$ cat src/rtl/div_cfg_arbiter_pkg.sv
// Shared types and constants for the divider-configuration arbiter.
// Latency: n/a (declarations only).
// Backpressure: n/a.
package div_cfg_pkg;

  // Default divisor width; matches the divider DIN_n port.
  localparam int DW_DEFAULT = 32;

  // Divisor the divider powers up with; CUR_DIV/DIV_DIN must agree with it.
  localparam int DIV_RESET_VAL = 1;

  // Reprogramming sequence: pause the divider, load the new ratio, resume.
  typedef enum logic [1:0] {
    IDLE   = 2'd0,
    PAUSE  = 2'd1,
    LOAD   = 2'd2,
    RESUME = 2'd3
  } state_e;

endpackage

$ cat src/rtl/div_cfg_arbiter_if.sv
// Bundle between config requesters and the divider-config arbiter.
// Latency: n/a (wires only).
// Backpressure: REQ is level-held by a requester until it sees ACK or NACK.
// Ports: RUN_EN/REQ/REQ_DIV from requesters; ACK/NACK/BUSY/CUR_DIV back to
// them; DIV_DIN/DIV_CONFIG/DIV_ENABLE towards the divider.
interface div_cfg_arbiter_if #(
  parameter int N_REQ = 4,
  parameter int DW    = 32
);
  logic                  RUN_EN;
  logic [N_REQ-1:0]      REQ;
  logic [N_REQ*DW-1:0]   REQ_DIV;
  logic [N_REQ-1:0]      ACK;
  logic [N_REQ-1:0]      NACK;
  logic                  BUSY;
  logic [DW-1:0]         CUR_DIV;
  logic [DW-1:0]         DIV_DIN;
  logic                  DIV_CONFIG;
  logic                  DIV_ENABLE;

  // Requester / agent side.
  modport master (
    output RUN_EN, REQ, REQ_DIV,
    input  ACK, NACK, BUSY, CUR_DIV, DIV_DIN, DIV_CONFIG, DIV_ENABLE
  );

  // Arbiter side.
  modport slave (
    input  RUN_EN, REQ, REQ_DIV,
    output ACK, NACK, BUSY, CUR_DIV, DIV_DIN, DIV_CONFIG, DIV_ENABLE
  );
endinterface

$ cat src/rtl/div_cfg_arbiter_rr_arbiter.sv
// Round-robin priority search: first set request at or above ptr_i, wrapping.
// Latency: purely combinational.
// Backpressure: none; the caller decides whether to take the grant.
// Ports: req_i requests, ptr_i search start; gnt_o one-hot, gnt_idx_o index,
// vld_o any request present.
module rr_arbiter #(
  parameter int N_REQ = 4,
  parameter int IW    = 2
) (
  input  logic [N_REQ-1:0] req_i,
  input  logic [IW-1:0]    ptr_i,
  output logic [N_REQ-1:0] gnt_o,
  output logic [IW-1:0]    gnt_idx_o,
  output logic             vld_o
);

  always_comb begin
    int          j;
    logic [IW-1:0] jx;
    gnt_o     = '0;
    gnt_idx_o = '0;
    vld_o     = 1'b0;
    j         = 0;
    jx        = '0;
    for (int i = 0; i < N_REQ; i++) begin
      // Candidate index ptr+i, folded back into 0..N_REQ-1.
      j = int'(ptr_i) + i;
      if (j >= N_REQ) j = j - N_REQ;
      jx = IW'(j);
      if (!vld_o && req_i[jx]) begin
        vld_o      = 1'b1;
        gnt_idx_o  = jx;
        gnt_o[jx]  = 1'b1;
      end
    end
  end

endmodule

$ cat src/rtl/div_cfg_arbiter.sv
// Shares one frequency divider between N_REQ requesters; runs pause/load/resume.
// Latency: grant at e0 -> PAUSE, LOAD, RESUME(ACK) outputs after e0/e1/e2;
// zero divisor NACKs after e0. Next grant earliest at e4.
// Backpressure: REQ must stay high until ACK/NACK; BUSY marks a load in flight.
// Ports: CLK, RESET_N (sync, active-low), bus (slave side of the interface).
module div_cfg_arbiter
  import div_cfg_pkg::*;
#(
  parameter int N_REQ = 4,
  parameter int DW    = DW_DEFAULT
) (
  input  logic             CLK,
  input  logic             RESET_N,
  div_cfg_arbiter_if.slave bus
);

  localparam int IW = (N_REQ > 1) ? $clog2(N_REQ) : 1;

  state_e               state_q, state_d;
  logic [IW-1:0]        rr_ptr_q, rr_ptr_d;
  logic [IW-1:0]        win_idx_q, win_idx_d;
  logic [DW-1:0]        win_div_q, win_div_d;
  logic [N_REQ-1:0]     ack_q, ack_d;
  logic [N_REQ-1:0]     nack_q, nack_d;
  logic                 busy_q, busy_d;
  logic [DW-1:0]        cur_div_q, cur_div_d;
  logic [DW-1:0]        din_q, din_d;
  logic                 cfg_q, cfg_d;
  logic                 en_q, en_d;

  logic [N_REQ-1:0]     arb_gnt;
  logic [IW-1:0]        arb_idx;
  logic                 arb_vld;
  logic [DW-1:0]        sel_div;
  logic [N_REQ-1:0]     win_onehot;

  rr_arbiter #(.N_REQ(N_REQ), .IW(IW)) u_rr (
    .req_i     (bus.REQ),
    .ptr_i     (rr_ptr_q),
    .gnt_o     (arb_gnt),
    .gnt_idx_o (arb_idx),
    .vld_o     (arb_vld)
  );

  function automatic logic [IW-1:0] ptr_inc(input logic [IW-1:0] p);
    return (p == IW'(N_REQ - 1)) ? '0 : p + 1'b1;
  endfunction

  // Divisor offered by the current arbitration winner.
  always_comb begin
    sel_div = '0;
    for (int i = 0; i < N_REQ; i++) begin
      if (arb_idx == IW'(i)) sel_div = bus.REQ_DIV[i*DW +: DW];
    end
  end

  always_comb begin
    win_onehot = '0;
    for (int i = 0; i < N_REQ; i++) begin
      if (win_idx_q == IW'(i)) win_onehot[i] = 1'b1;
    end
  end

  // State register.
  always_ff @(posedge CLK) begin
    if (!RESET_N) state_q <= IDLE;
    else          state_q <= state_d;
  end

  // Next-state logic.
  always_comb begin
    state_d = state_q;
    case (state_q)
      IDLE:    if (arb_vld && (sel_div != '0)) state_d = PAUSE;
      PAUSE:   state_d = LOAD;
      LOAD:    state_d = RESUME;
      RESUME:  state_d = IDLE;
      default: state_d = IDLE;
    endcase
  end

  // Output logic: every output is registered, so this computes the values
  // that will be visible while in state_d.
  always_comb begin
    rr_ptr_d  = rr_ptr_q;
    win_idx_d = win_idx_q;
    win_div_d = win_div_q;
    ack_d     = '0;
    nack_d    = '0;
    busy_d    = busy_q;
    cur_div_d = cur_div_q;
    din_d     = din_q;
    cfg_d     = 1'b0;
    en_d      = en_q;
    case (state_q)
      IDLE: begin
        en_d   = bus.RUN_EN;
        busy_d = 1'b0;
        if (arb_vld) begin
          win_idx_d = arb_idx;
          win_div_d = sel_div;
          if (sel_div == '0) begin
            // Reject without touching the divider; move priority past it.
            nack_d   = arb_gnt;
            rr_ptr_d = ptr_inc(arb_idx);
          end else begin
            en_d   = 1'b0;
            busy_d = 1'b1;
          end
        end
      end
      PAUSE: begin
        en_d  = 1'b0;
        cfg_d = 1'b1;
        din_d = win_div_q;
      end
      LOAD: begin
        // RUN_EN is only looked at here for the resume cycle, so toggles
        // while paused/loading cannot disturb the sequence.
        en_d      = bus.RUN_EN;
        ack_d     = win_onehot;
        cur_div_d = win_div_q;
      end
      RESUME: begin
        en_d     = bus.RUN_EN;
        busy_d   = 1'b0;
        rr_ptr_d = ptr_inc(win_idx_q);
      end
      default: begin
        en_d   = 1'b0;
        busy_d = 1'b0;
      end
    endcase
  end

  always_ff @(posedge CLK) begin
    if (!RESET_N) begin
      rr_ptr_q  <= '0;
      win_idx_q <= '0;
      win_div_q <= '0;
      ack_q     <= '0;
      nack_q    <= '0;
      busy_q    <= 1'b0;
      cur_div_q <= DW'(DIV_RESET_VAL);
      din_q     <= DW'(DIV_RESET_VAL);
      cfg_q     <= 1'b0;
      en_q      <= 1'b0;
    end else begin
      rr_ptr_q  <= rr_ptr_d;
      win_idx_q <= win_idx_d;
      win_div_q <= win_div_d;
      ack_q     <= ack_d;
      nack_q    <= nack_d;
      busy_q    <= busy_d;
      cur_div_q <= cur_div_d;
      din_q     <= din_d;
      cfg_q     <= cfg_d;
      en_q      <= en_d;
    end
  end

  assign bus.ACK        = ack_q;
  assign bus.NACK       = nack_q;
  assign bus.BUSY       = busy_q;
  assign bus.CUR_DIV    = cur_div_q;
  assign bus.DIV_DIN    = din_q;
  assign bus.DIV_CONFIG = cfg_q;
  assign bus.DIV_ENABLE = en_q;

endmodule
$ cat src/flat_wrapper.sv
// flat-port wrapper written by rule: the top's interface ports become plain ports
module div_cfg_arbiter_flat import div_cfg_pkg::*;
#(
  parameter int N_REQ = 4,
  parameter int DW    = DW_DEFAULT
)
  (CLK, RESET_N, bus_RUN_EN, bus_REQ, bus_REQ_DIV, bus_ACK, bus_NACK, bus_BUSY, bus_CUR_DIV, bus_DIV_DIN, bus_DIV_CONFIG, bus_DIV_ENABLE);
  div_cfg_arbiter_if #(.N_REQ(N_REQ), .DW(DW)) bus_i ();
  input  logic CLK;
  input  logic RESET_N;
  input wire logic [$bits(bus_i.RUN_EN)-1:0] bus_RUN_EN;
  input wire logic [$bits(bus_i.REQ)-1:0] bus_REQ;
  input wire logic [$bits(bus_i.REQ_DIV)-1:0] bus_REQ_DIV;
  output wire logic [$bits(bus_i.ACK)-1:0] bus_ACK;
  output wire logic [$bits(bus_i.NACK)-1:0] bus_NACK;
  output wire logic [$bits(bus_i.BUSY)-1:0] bus_BUSY;
  output wire logic [$bits(bus_i.CUR_DIV)-1:0] bus_CUR_DIV;
  output wire logic [$bits(bus_i.DIV_DIN)-1:0] bus_DIV_DIN;
  output wire logic [$bits(bus_i.DIV_CONFIG)-1:0] bus_DIV_CONFIG;
  output wire logic [$bits(bus_i.DIV_ENABLE)-1:0] bus_DIV_ENABLE;
  assign bus_i.RUN_EN = bus_RUN_EN;
  assign bus_i.REQ = bus_REQ;
  assign bus_i.REQ_DIV = bus_REQ_DIV;
  assign bus_ACK = bus_i.ACK;
  assign bus_NACK = bus_i.NACK;
  assign bus_BUSY = bus_i.BUSY;
  assign bus_CUR_DIV = bus_i.CUR_DIV;
  assign bus_DIV_DIN = bus_i.DIV_DIN;
  assign bus_DIV_CONFIG = bus_i.DIV_CONFIG;
  assign bus_DIV_ENABLE = bus_i.DIV_ENABLE;
  div_cfg_arbiter #(.N_REQ(N_REQ), .DW(DW)) u_core (.CLK(CLK), .RESET_N(RESET_N), .bus(bus_i));
endmodule
$ cat config.mk
export PLATFORM = sky130hd
export DESIGN_NAME = div_cfg_arbiter_flat
export DESIGN_NICKNAME = d
export VERILOG_FILES = /design/src/rtl/div_cfg_arbiter_pkg.sv /design/src/rtl/div_cfg_arbiter_if.sv /design/src/rtl/div_cfg_arbiter_rr_arbiter.sv /design/src/rtl/div_cfg_arbiter.sv /design/src/flat_wrapper.sv
export SDC_FILE = /design/constraint.sdc
export NUM_CORES = 1
export LEC_CHECK = 0
export ABC_AREA = 1
export CAP_MARGIN = 15
export CELL_PAD_IN_SITES_DETAIL_PLACEMENT = 0
export CELL_PAD_IN_SITES_GLOBAL_PLACEMENT = 1
export CORE_AREA = 2 2 107 135
export DETAILED_ROUTE_END_ITERATION = 10
export DIE_AREA = 0 0 109 137
export DONT_BUFFER_PORTS = 1
export PLACE_DENSITY = 0.86
export REMOVE_ABC_BUFFERS = 1
export SETUP_SLACK_MARGIN = 0.4
export SYNTH_ARGS = -nofsm -noshare
export SYNTH_HDL_FRONTEND = slang
export SYNTH_SLANG_ARGS = --single-unit
$ cat constraint.sdc
create_clock -name CLK -period 7.9 [get_ports CLK]
set_input_delay 1.58 -clock CLK [delete_from_list [all_inputs] [get_ports CLK]]
set_output_delay 1.58 -clock CLK [all_outputs]
set_load 0.05 [all_outputs]
==> run summary, run 1 <==
Via density: 5.26
DRT Pass-1 Iters: 4
Setup Fix Bufs, Post-CTS: 0
fin crit period: 5.01 ns
final RePlAce weighted congestion: 0.790
largest net degree at the start of global routing: 105
I/O pins: 210
clk slew on worst S/H paths: 0.05 ns
Max Cap Viol: 0
Die ar.: 14,900 um^2
Core Box Area: 13,600 um^2
Post-DP HPWL: 11,800 um
Worst setup endpoint: u_core.state_q[0]
Synth Area in Simple Gates: 29.3%
root buffer cell: clkbuf_16
Crit path arrival time: 5.31 ns
cell count after synthesis: 856
synth warn: 0
Syn-to-layout area delta: 9.26%
worst r2r path cells: 22
Port Buf Inserts: 0
Worst Skew: 0.00639 ns
final wirelength: 17,400 um
outcome: completed
RSZ-0062 raised after global routing: no
sequential-to-total area share from yosys stat: 38.4%
CTS tree: built
ANT cells: 0
compound-gate portion of the synthesized area: 19.0%
max-slew violations: 0
Max FO, Critical Path: 52
row cnt: 48
HP Class: reg2reg
Achievable Freq: 199 MHz
DP Cell Count: 981
Die W: 109 um
Non-Filler Instances: 1,013
Syn Std Cell Area: 5890 um^2
initial antenna violation count: 0
critical path launch point type: input pin
vias in the first global route: 4,990
clk sink count: 113
relative slew slack: 27.8%
nets: 977
Remaining DRCs: 0
Crit. End Element: register
Routed Antenna Nets: 0
Mapped Avg Cell Area: 6.88 um^2
XOR/XNOR share of the synthesized area: 0%
worst flop-to-flop path endpoint: u_core.state_q[0]
Initial Util: 43.2%
reg2reg setup slack: 3.19 ns
final hold violation count: 0
Yosys reg bits: 113
multiplexer area fraction after synthesis: 0%
Fill cells: 1,460
Vias: 5,326
hold-fix buffers at CTS: 0
Worst EP required: 8.20 ns
htree depth: 4
final period utilization: 63.5%
Worst-Margin Slew: 1.08 ns
gr ovfl total: 0
first-pass GRT wire length: 26,300 um
post_cts resized: 0
drt wl/cell: 17.2 um
GRT Overall Usage: 23.0%
Num CTS Buffers: 17
post-synth cell types: 36
layout cell share with drive strength beyond 1: 9.67%
Max clock buf depth: 2
Critical Path Source: bus_REQ[3]
post-synthesis adder-cell area fraction: 3.61%
largest family of logic cells by synthesized area: simple AND/OR/NAND/NOR gates
DRT iter0 DRCs: 215
Worst R2R Start: u_core.rr_ptr_q[0]
clk_lat worst skew: 0.40 ns
setup TNS: 0 ns
final setup vio count: 0
Die Y-Extent: 137 um
crit path kind: in2reg
==> how the worst min path moves through the flow <==
stage / from / end / depth (start not counted)
floorplan: u_core.win_div_q[17] / u_core.bus.CUR_DIV[17] / 2
finish: u_core.win_div_q[0] / u_core.bus.DIV_DIN[0] / 2
global placement: u_core.win_div_q[17] / u_core.bus.CUR_DIV[17] / 2
global route: u_core.win_div_q[17] / u_core.bus.CUR_DIV[17] / 2
CTS: u_core.win_div_q[17] / u_core.bus.CUR_DIV[17] / 2
detailed placement: u_core.win_div_q[0] / u_core.bus.DIV_DIN[0] / 2
==> metal layers <==
layer	wire length [um]	global-route usage [%]
met5	0	0
met4	208	7.48
met3	1360	7.05
met2	8700	39.8
met1	7140	26.9
==> registers in the layout, indices dropped and copies added (netlist names) <==
name                   flops
u_core.state_q             2
u_core.bus.ACK             4
u_core.bus.NACK            4
u_core.bus.DIV_ENABLE      1
u_core.bus.CUR_DIV        32
u_core.bus.DIV_CONFIG      1
u_core.rr_ptr_q            2
u_core.bus.DIV_DIN        32
u_core.win_idx_q           2
u_core.bus.BUSY            1
u_core.win_div_q          32
==> area by class of cell <==
| class | count | area, um^2 | area share [%] |
|---|---|---|---|
| multi-input combinational | 634 | 3060 | 47.6 |
| sequential | 113 | 2260 | 35.1 |
| clock buffer | 19 | 433 | 6.72 |
| tap | 175 | 219 | 3.40 |
| clock inverter | 13 | 210 | 3.26 |
| inverter | 53 | 206 | 3.21 |
| timing repair buffer | 6 | 45.0 | 0.700 |
==> placed cells by master, fill, tap and decap left out, types with 5 or more instances in the layout <==
cell | synthesis | routed
inv_1 | 47 | 47
o21ai_0 | 96 | 96
a21boi_2 | 10 | 10
nand4_1 | 6 | 6
buf_4 | 8 | 6
or2_1 | 7 | 7
nand2_1 | 173 | 173
clkinvlp_4 | 0 | 5
a21oi_1 | 74 | 74
a21boi_1 | 6 | 6
nor2_2 | 11 | 11
ha_1 | 17 | 15
bufinv_16 | 0 | 5
clkbuf_16 | 0 | 17
nor2_1 | 170 | 170
nand3_1 | 33 | 33
dfxtp_1 | 113 | 113
==> cells in the mapped netlist, drive strengths merged <==
cell,instances,area [um^2]
o21ai,98,494
ha,17,213
a211oi,2,15.0
a21oi,76,388
dfxtp,113,2260
o211ai,1,7.51
a21boi,16,158
clkbuf,23,87.6
a31oi,1,6.26
nor2,182,718
nor3,1,5.00
a221oi,3,26.3
buf,33,279
nand2,177,679
nand4,6,37.5
inv,53,206
o22ai,4,25.0
nand3,36,195
or2,14,90.1
==> metrics by stage <==
| stage | setup WS [ns] | util (%) | area, um^2 | hold slack, ns |
|---|---|---|---|---|
| finish | 2.89 | 47.2 | 6440 | 0.485 |
| global route | 2.46 | 47.2 | 6440 | 0.513 |
| CTS | 2.88 | 47.2 | 6440 | 0.479 |
| detailed placement | 2.47 | 42.5 | 5800 | 0.474 |
| global placement | 2.52 | 42.5 | 5800 | 0.468 |
| floorplan | 3.04 | - | 5530 | 0.444 |
==> logic make-up (layout without fill, tap and decap cells) <==
logic type,Yosys count,in the layout
and+or+nand+nor,416,416
adders and majority gates,17,17
DFF,113,113
buffers and inverters,109,91
AOI/OAI and AO/OA,201,201
==> worst max-delay path: stages <==
cell and delay (ns):
inv_1 0.02, nand2_1 0.07, nand2_1 0.08, o21ai_1 0.26
nand3_1 0.15, inv_1 0.15, nand2_1 0.06, o211ai_1 0.08
inv_1 0.06, nand2_1 0.11, ha_2 0.92, inv_2 0.34
or2_2 0.37, nand2_1 0.09, nand2_1 0.06, nor2_1 0.20
nand2_1 0.09, nor2_2 0.18, nand2_2 0.11, nand2_1 0.09
nand2_1 0.08, nor2_1 0.10, nor2_1 0.05
Power of run 1 is not shown: default switching activity piles up to over one toggle a cycle in this logic, so the estimate is an artifact.
==> run 2, diff against run 1 <==
--- a/config.mk
+++ b/config.mk
@@ -9,11 +9,11 @@
 export CAP_MARGIN = 15
 export CELL_PAD_IN_SITES_DETAIL_PLACEMENT = 0
 export CELL_PAD_IN_SITES_GLOBAL_PLACEMENT = 1
-export CORE_AREA = 2 2 107 135
+export CORE_AREA = 2 2 113 143
 export DETAILED_ROUTE_END_ITERATION = 10
-export DIE_AREA = 0 0 109 137
+export DIE_AREA = 0 0 115 145
 export DONT_BUFFER_PORTS = 1
-export PLACE_DENSITY = 0.86
+export PLACE_DENSITY = 0.81
 export REMOVE_ABC_BUFFERS = 1
 export SETUP_SLACK_MARGIN = 0.4
 export SYNTH_ARGS = -nofsm -noshare
==> constraint.sdc (replaced) <==
create_clock -name CLK -period 4.1 [get_ports CLK]
set_input_delay 0.82 -clock CLK [delete_from_list [all_inputs] [get_ports CLK]]
set_output_delay 0.82 -clock CLK [all_outputs]
set_load 0.05 [all_outputs]
==> run 2 against run 1 <==
  * Clock-buffer cell count down 1
  * Critical path depth down 2
  * Clock skew up 0.0065 ns
  * Hold slack worse by 0.013 ns
  * Worst setup slack worse by 2.2 ns
  * Routed wire length up 6.7%
  * Die area up 12%
  * Flip-flop and latch count unchanged
  * Utilization down 4.1 points
  * Global-route usage down 1.1 points
  * Critical path type is now reg2reg
==> run summary, run 2 (same netlist as run 1, synthesis figures left out) <==
outcome: completed
final setup vio count: 0 (unchanged)
Die Y-Extent: 145 um (+5.8%)
most frequent cells in the layout: 173 x nand2_1, 168 x nor2_1, 112 x dfxtp_1, 96 x o21ai_0, 74 x a21oi_1
Vias: 5,491 (+3.1%)
Max Cap Viol: 0 (unchanged)
GRT Overall Usage: 21.9% (-1.1 points)
relative slew slack: 59.4% (+32 points)
setup TNS: 0 ns (unchanged)
nets: 985 (+0.82%)
top routing layer in use: met4
delay-heaviest family, CP: simple AND/OR/NAND/NOR gates
Post-DP HPWL: 12,700 um (+7.8%)
drt wl/cell: 18.0 um (+4.8%)
Slowest cell on crit path: dfxtp_4
Max FO, Critical Path: 14 (-73%)
Die ar.: 16,700 um^2 (+12%)
Num CTS Buffers: 17 (unchanged)
Storage cell area: 2270 um^2 (+0.17%)
Finished Core Util: 43.1% (-4.1 points)
Syn-to-layout area delta: 12.0%
Worst Skew: 0.0128 ns (+0.00645 ns)
Initial Util: 38.5% (-4.7 points)
DRT Pass-1 Iters: 5 (+1)
ANT cells: 0 (unchanged)
initial antenna violation count: 0 (unchanged)
post-route setup slack: 0.678 ns (-2.21 ns)
Achievable Freq: 292 MHz
RSZ-0062 raised after global routing: no
routed wl met3: 1230 um (-9.4%)
Crit. End Element: register
crit-path max cell delay: 0.40 ns (-0.52 ns)
critical path launch point type: register
Core Box Area: 15,300 um^2 (+12%)
Die W: 115 um (+5.5%)
htree depth: 4 (unchanged)
final RePlAce weighted congestion: 0.821 (+3.9%)
worst hold slack: 0.472 ns (-0.0129 ns)
Via density: 5.33 (+1.3%)
crit path kind: reg2reg
final period utilization: 83.5%
Max clock buf depth: 2 (unchanged)
Crit path arrival time: 3.73 ns (-1.58 ns)
DRT iter0 DRCs: 329 (+53%)
CP Buf/Inv Count: 3 (-1)
Remaining DRCs: 0 (unchanged)
row cnt: 51 (+6.3%)
Port Buf Inserts: 0 (unchanged)
final hold violation count: 0 (unchanged)
Routed Antenna Nets: 0 (unchanged)
fin crit period: 3.42 ns
gr ovfl total: 0 (unchanged)
largest net degree at the start of global routing: 105 (unchanged)
final wirelength: 18,600 um (+6.7%)
clk slew on worst S/H paths: 0.06 ns (about the same)
DR WL met2: 9020 um (+3.7%)
first-pass GRT wire length: 28,300 um (+7.6%)
Worst EP required: 4.41 ns (-3.79 ns)
area of the multi-input gates: 3120 um^2 (+2.0%)
max-slew violations: 0 (unchanged)
crit-path cells: inv_1, ha_4, nand3_1, o21ai_4, nand3_1, nand3_1, nand2_1, inv_2, ha_2, inv_2, or2_2, nand2_1, nand2_1, nor2_2, nand2_1, nor2_4, nand2_2, nand2_1, nand2_1, nor2_1, nor2_1
HP Class: reg2reg
most frequent CP cell: nand2_1
commonest non-fill, non-tap cell in the layout: nand2_1
clk_lat worst skew: 0.42 ns (+0.02 ns)
wire length on met1: 7840 um (+9.8%)
Fill cells: 1,603 (+9.8%)
root buffer cell: clkbuf_16
I/O pins: 210 (unchanged)
Worst-Margin Slew: 0.609 ns (-0.475 ns)
CTS tree: built
layout cell share with drive strength beyond 1: 11.9% (+2.3 points)
vias in the first global route: 5,182 (+3.8%)
clk sink count: 113 (unchanged)
dpl ws: 0.161 ns (-2.31 ns)
-- run 2: worst paths after layout --
path                             start                      to  slack [ns]  cells after the start
setup / recovery    u_core.rr_ptr_q[1]       u_core.state_q[0]        0.68                     21
hold / removal    u_core.win_div_q[17]  u_core.bus.CUR_DIV[17]        0.47                      2
setup reg to reg    u_core.rr_ptr_q[1]       u_core.state_q[0]        0.68                     21
hold reg to reg   u_core.win_div_q[17]  u_core.bus.CUR_DIV[17]        0.47                      2
-- run 2: repair_timing --
| action | 4_1_cts | 5_1_grt |
|---|---|---|
| setup buffers | 0 | 0 |
| hold buffers | 0 | 0 |
| setup endpoints to repair | 10 | 10 |
| gates resized for setup | 2 | 18 |
-- run 2: layout make-up --
type	count	area share, %
Tap cell	185	3.51
Multi-Input combinational cell	634	47.3
Sequential cell	113	34.3
Clock buffer	18	6.65
Timing Repair Buffer	14	2.27
Clock inverter	14	2.73
Inverter	53	3.20
-- run 2: tightest hold or removal path, delay by kind of cell (launching register included) --
family	cells	cell delay [ns]
flip-flops	1	0.31
buffers and inverters	1	0.07
AO/OA/AOI/OAI	1	0.06
-- run 2: metrics by stage --
stage / area (um^2) / cells
after floorplan: 5530 / 800
after global placement: 5910 / 999
after detailed placement: 5910 / 999
after CTS: 6530 / 1031
after global routing: 6600 / 1031
final: 6600 / 1031
-- run 2: routing by layer --
layer	vias to the layer above	GRT usage [%]
met3	24	4.47
met2	210	36.2
li1	2720	-
met4	0	9.64
met1	2537	27.3
met5	-	0
Power of run 2 is left out for the same reason.
==> run 3, diff against run 2 <==
--- a/config.mk
+++ b/config.mk
@@ -5,13 +5,13 @@
 export SDC_FILE = /design/constraint.sdc
 export NUM_CORES = 1
 export LEC_CHECK = 0
-export ABC_AREA = 1
+export ABC_AREA = 0
 export CAP_MARGIN = 15
 export CELL_PAD_IN_SITES_DETAIL_PLACEMENT = 0
 export CELL_PAD_IN_SITES_GLOBAL_PLACEMENT = 1
-export CORE_AREA = 2 2 113 143
+export CORE_AREA = 2 2 110 139
 export DETAILED_ROUTE_END_ITERATION = 10
-export DIE_AREA = 0 0 115 145
+export DIE_AREA = 0 0 112 141
 export DONT_BUFFER_PORTS = 1
 export PLACE_DENSITY = 0.81
 export REMOVE_ABC_BUFFERS = 1
==> constraint.sdc (replaced) <==
create_clock -name CLK -period 2.85 [get_ports CLK]
set_input_delay 0.57 -clock CLK [delete_from_list [all_inputs] [get_ports CLK]]
set_output_delay 0.57 -clock CLK [all_outputs]
set_load 0.05 [all_outputs]
==> run 3 against run 2 <==
  * The flow now finishes with violations (negative setup slack)
  * Synthesized cell count decreased by 25%
  * Global-route usage rose by 0.74 points
  * Worst setup slack got worse by 1.8 ns
  * Design area up 19%
  * Routed wire length is 2.0% higher
  * Via count down 6.9%
  * Maximum frequency decreased by 14%
  * Cell count down 13%
  * Register-to-register slack lost 1.8 ns
  * Flip-flop and latch count is the same
  * Critical path depth is 3 lower
  * Sequential share of layout area fell by 5.5 points
  * Largest cell class unchanged
  * Highest routed layer unchanged
==> run summary, run 3 <==
clk slew on worst S/H paths: 0.06 ns (about the same)
relative slew slack: 61.3% (+1.9 points)
Power Internal: 6440 uW
cell count after synthesis: 646 (-25%)
final hold violation count: 0 (unchanged)
post-synth cell types: 44 (+22%)
Clock Power Share: 19.2%
final period utilization: 139% (+56 points)
Gate power share: 56.9%
max-slew violations: 0 (unchanged)
Num CTS Buffers: 17 (unchanged)
Syn Std Cell Area: 5960 um^2 (+1.1%)
Peak VDD IR: 682 uV
largest net degree at the start of global routing: 115 (+9.5%)
crit path kind: reg2reg
DRT Pass-1 Iters: 5 (unchanged)
reg2reg setup slack: -1.12 ns (-1.80 ns)
Worst Skew: 0.00938 ns (-0.00346 ns)
first-pass GRT wire length: 28,000 um (-0.93%)
outcome: finished, violations left
largest area contributor in the netlist: dfxtp_1
root buffer cell: clkbuf_16
Worst-Margin Slew: 0.580 ns (-0.0285 ns)
Switching Power: 4490 uW
CTS tree: built
clk sink count: 113 (unchanged)
vias in the first global route: 5,197 (+0.29%)
Port Buf Inserts: 0 (unchanged)
multiplexer area fraction after synthesis: 13.3% (+13 points)
layout cell share with drive strength beyond 1: 31.1% (+19 points)
Mapped Avg Cell Area: 9.23 um^2 (+34%)
Slowest cell on crit path: mux4_2
final setup vio count: 42 (+42)
crit-path max cell delay: 0.54 ns (+0.14 ns)
Crit path arrival time: 4.30 ns (+0.57 ns)
worst r2r path cells: 18 (-14%)
async set-or-reset flop fraction in the synthesized netlist: 0% (unchanged)
crit-path cells: inv_2, ha_4, mux4_2, and2b_1, o21ai_2, o31a_1, ha_4, buf_4, nor2_4, buf_6, buf_4, o211a_1, o22ai_1, nor4_4, nand4_1, buf_6, o22ai_4, mux2i_1
initial antenna violation count: 0 (unchanged)
fin crit period: 3.97 ns (+0.550 ns)
PnR Total Power: 10,900 uW
Routed Antenna Nets: 0 (unchanged)
ANT cells: 0 (unchanged)
Pwr Density: 1390 nW/um^2
commonest non-fill, non-tap cell in the layout: dfxtp_1
WHS Path Cells: 1 (-1)
Achievable Freq: 252 MHz (-14%)
synth warn: 0 (unchanged)
Yosys reg bits: 113 (unchanged)
critical path launch point type: register
Worst EP required: 3.18 ns (-1.23 ns)
Die ar.: 15,800 um^2 (-5.3%)
clk_lat worst skew: 0.41 ns (about the same)
Fill cells: 1,355 (-15%)
Synth Area in Simple Gates: 20.3% (-9.0 points)
Worst R2R Start: u_core.rr_ptr_q[0]
gr ovfl total: 0 (unchanged)
Initial Util: 40.7% (+2.2 points)
Synth top cells by count: 113 x dfxtp_1, 111 x nand2_1, 68 x mux2i_1
final RePlAce weighted congestion: 0.853 (+3.8%)
P_leak: 0.00295 uW
DRT iter0 DRCs: 286 (-13%)
largest family of logic cells by synthesized area: simple AND/OR/NAND/NOR gates
sw frac: 41.1%
Die W: 112 um (-2.6%)
GRT Overall Usage: 22.7% (+0.74 points)
Max clock buf depth: 2 (unchanged)
final wirelength: 18,900 um (+2.0%)
largest cells by area after synthesis: dfxtp_1 38%, mux2i_1 11%, nand2_1 7.0%, nor2b_1 6.9%, a21boi_2 5.7%
XOR/XNOR share of the synthesized area: 0% (unchanged)
dpl ws: -1.73 ns (-1.90 ns)
Synth top area share: 38.0% (-0.43 points)
failing checks: negative setup slack
Post-DP HPWL: 12,700 um (-0.30%)
Via density: 5.73 (+7.5%)
Max Cap Viol: 0 (unchanged)
Crit. End Element: register
drt wl/cell: 21.2 um (+18%)
nets: 850 (-14%)
ys flop type: dfxtp_1
sequential-to-total area share from yosys stat: 38.0% (-0.43 points)
WHS Endpoint: u_core.bus.CUR_DIV[15]
Max FO, Critical Path: 5 (-9)
RSZ-0062 raised after global routing: yes
most frequent cells in the layout: 111 x dfxtp_1, 110 x nand2_1, 68 x mux2i_1, 66 x nor2b_1, 48 x buf_4
Syn-to-layout area delta: 31.8%
most common cell in the netlist: dfxtp_1
Vias: 5,114 (-6.9%)
Die Y-Extent: 141 um (-2.8%)
Hold Crit Start: RESET_N
HP Class: in2reg
compound-gate portion of the synthesized area: 19.8% (+0.84 points)
Remaining DRCs: 0 (unchanged)
worst flop-to-flop path endpoint: u_core.rr_ptr_q[0]
setup TNS: -25.35 ns (-25.35 ns)
row cnt: 50 (-2.0%)
post-route setup slack: -1.12 ns (-1.80 ns)
Post-synth EDFFs: 0 (unchanged)
sequential power share: 23.8%
I/O pins: 210 (unchanged)
htree depth: 4 (unchanged)
Core Box Area: 14,600 um^2 (-4.4%)
post-synthesis adder-cell area fraction: 3.57% (-0.040 points)
[run 3: critical path: cells and delay by family, from the launching register on]
kind	cells	cell delay, ns
AO/OA/AOI/OAI	5	0.67
adder cells (fa/ha/maj)	2	0.48
AND/OR/NAND/NOR	4	0.90
multiplexers	2	0.77
flip-flops	1	0.36
buffers and inverters	5	0.70
[run 3: power groups by stage]
stage                     Combinational, uW  Clock [uW]  Sequential, uW
after global routing                   6650        2190            2630
after global placement                 4320           0            2620
final                                  6220        2100            2600
after detailed placement               4420           0            2630
after floorplan                        2950           0            2570
after CTS                              5510        2130            2600
[run 3: area by class of cell]
| cell class | count | area, um^2 | area share [%] |
|---|---|---|---|
| multi-input cells | 473 | 3840 | 48.9 |
| flip-flops and latches | 113 | 2260 | 28.8 |
| repair buffers | 80 | 882 | 11.2 |
| clock buffers | 23 | 488 | 6.21 |
| well taps | 182 | 228 | 2.90 |
| clock inverters | 9 | 105 | 1.34 |
| inverters | 13 | 48.8 | 0.621 |
[run 3: cells by family (layout without fill, tap and decap cells)]
family / after synthesis / after routing
and+or+nand+nor: 238 / 239
AOI/OAI and AO/OA: 143 / 143
DFF: 113 / 113
muxes: 74 / 74
buffers and inverters: 61 / 125
adders and majority gates: 17 / 17
[run 3: worst max path at each step]
stage,from,to,slack [ns],cells past startpoint
after floorplan,u_core.rr_ptr_q[0],u_core.state_q[0],-2.06,14
after global placement,u_core.rr_ptr_q[0],u_core.rr_ptr_q[0],-1.61,17
after detailed placement,u_core.rr_ptr_q[0],u_core.state_q[1],-1.73,17
after CTS,u_core.rr_ptr_q[0],u_core.state_q[0],-1.04,18
after global routing,u_core.rr_ptr_q[0],u_core.rr_ptr_q[0],-1.29,18
final,u_core.rr_ptr_q[0],u_core.rr_ptr_q[0],-1.12,18
[run 3: timing repair]
action / CTS / global route
gates resized for setup: 77 / 33
buffers inserted: 13 / 12
setup endpoints to repair: 44 / 44
pin swaps: 37 / 11
cloned: 4 / 5
hold buffers: 0 / 0
[run 3: stage by stage]
step,util [%],hold slack [ns],instances,instance area [um^2]
floorplan,-,0.456,598,5710
global placement,43.5,0.469,827,6360
detailed placement,43.5,0.476,827,6360
CTS,51.2,0.237,876,7500
global route,53.6,0.275,893,7850
finish,53.6,0.306,893,7850
[run 3: routing by layer]
metal	GRT usage (%)	wire (um)	up-vias
met5	0	0	-
met3	6.71	1180	35
met2	41.7	10000	177
met1	23.7	7090	2487
li1	-	-	2415
met4	10.3	617	0
(Power assumes the default switching activity.)
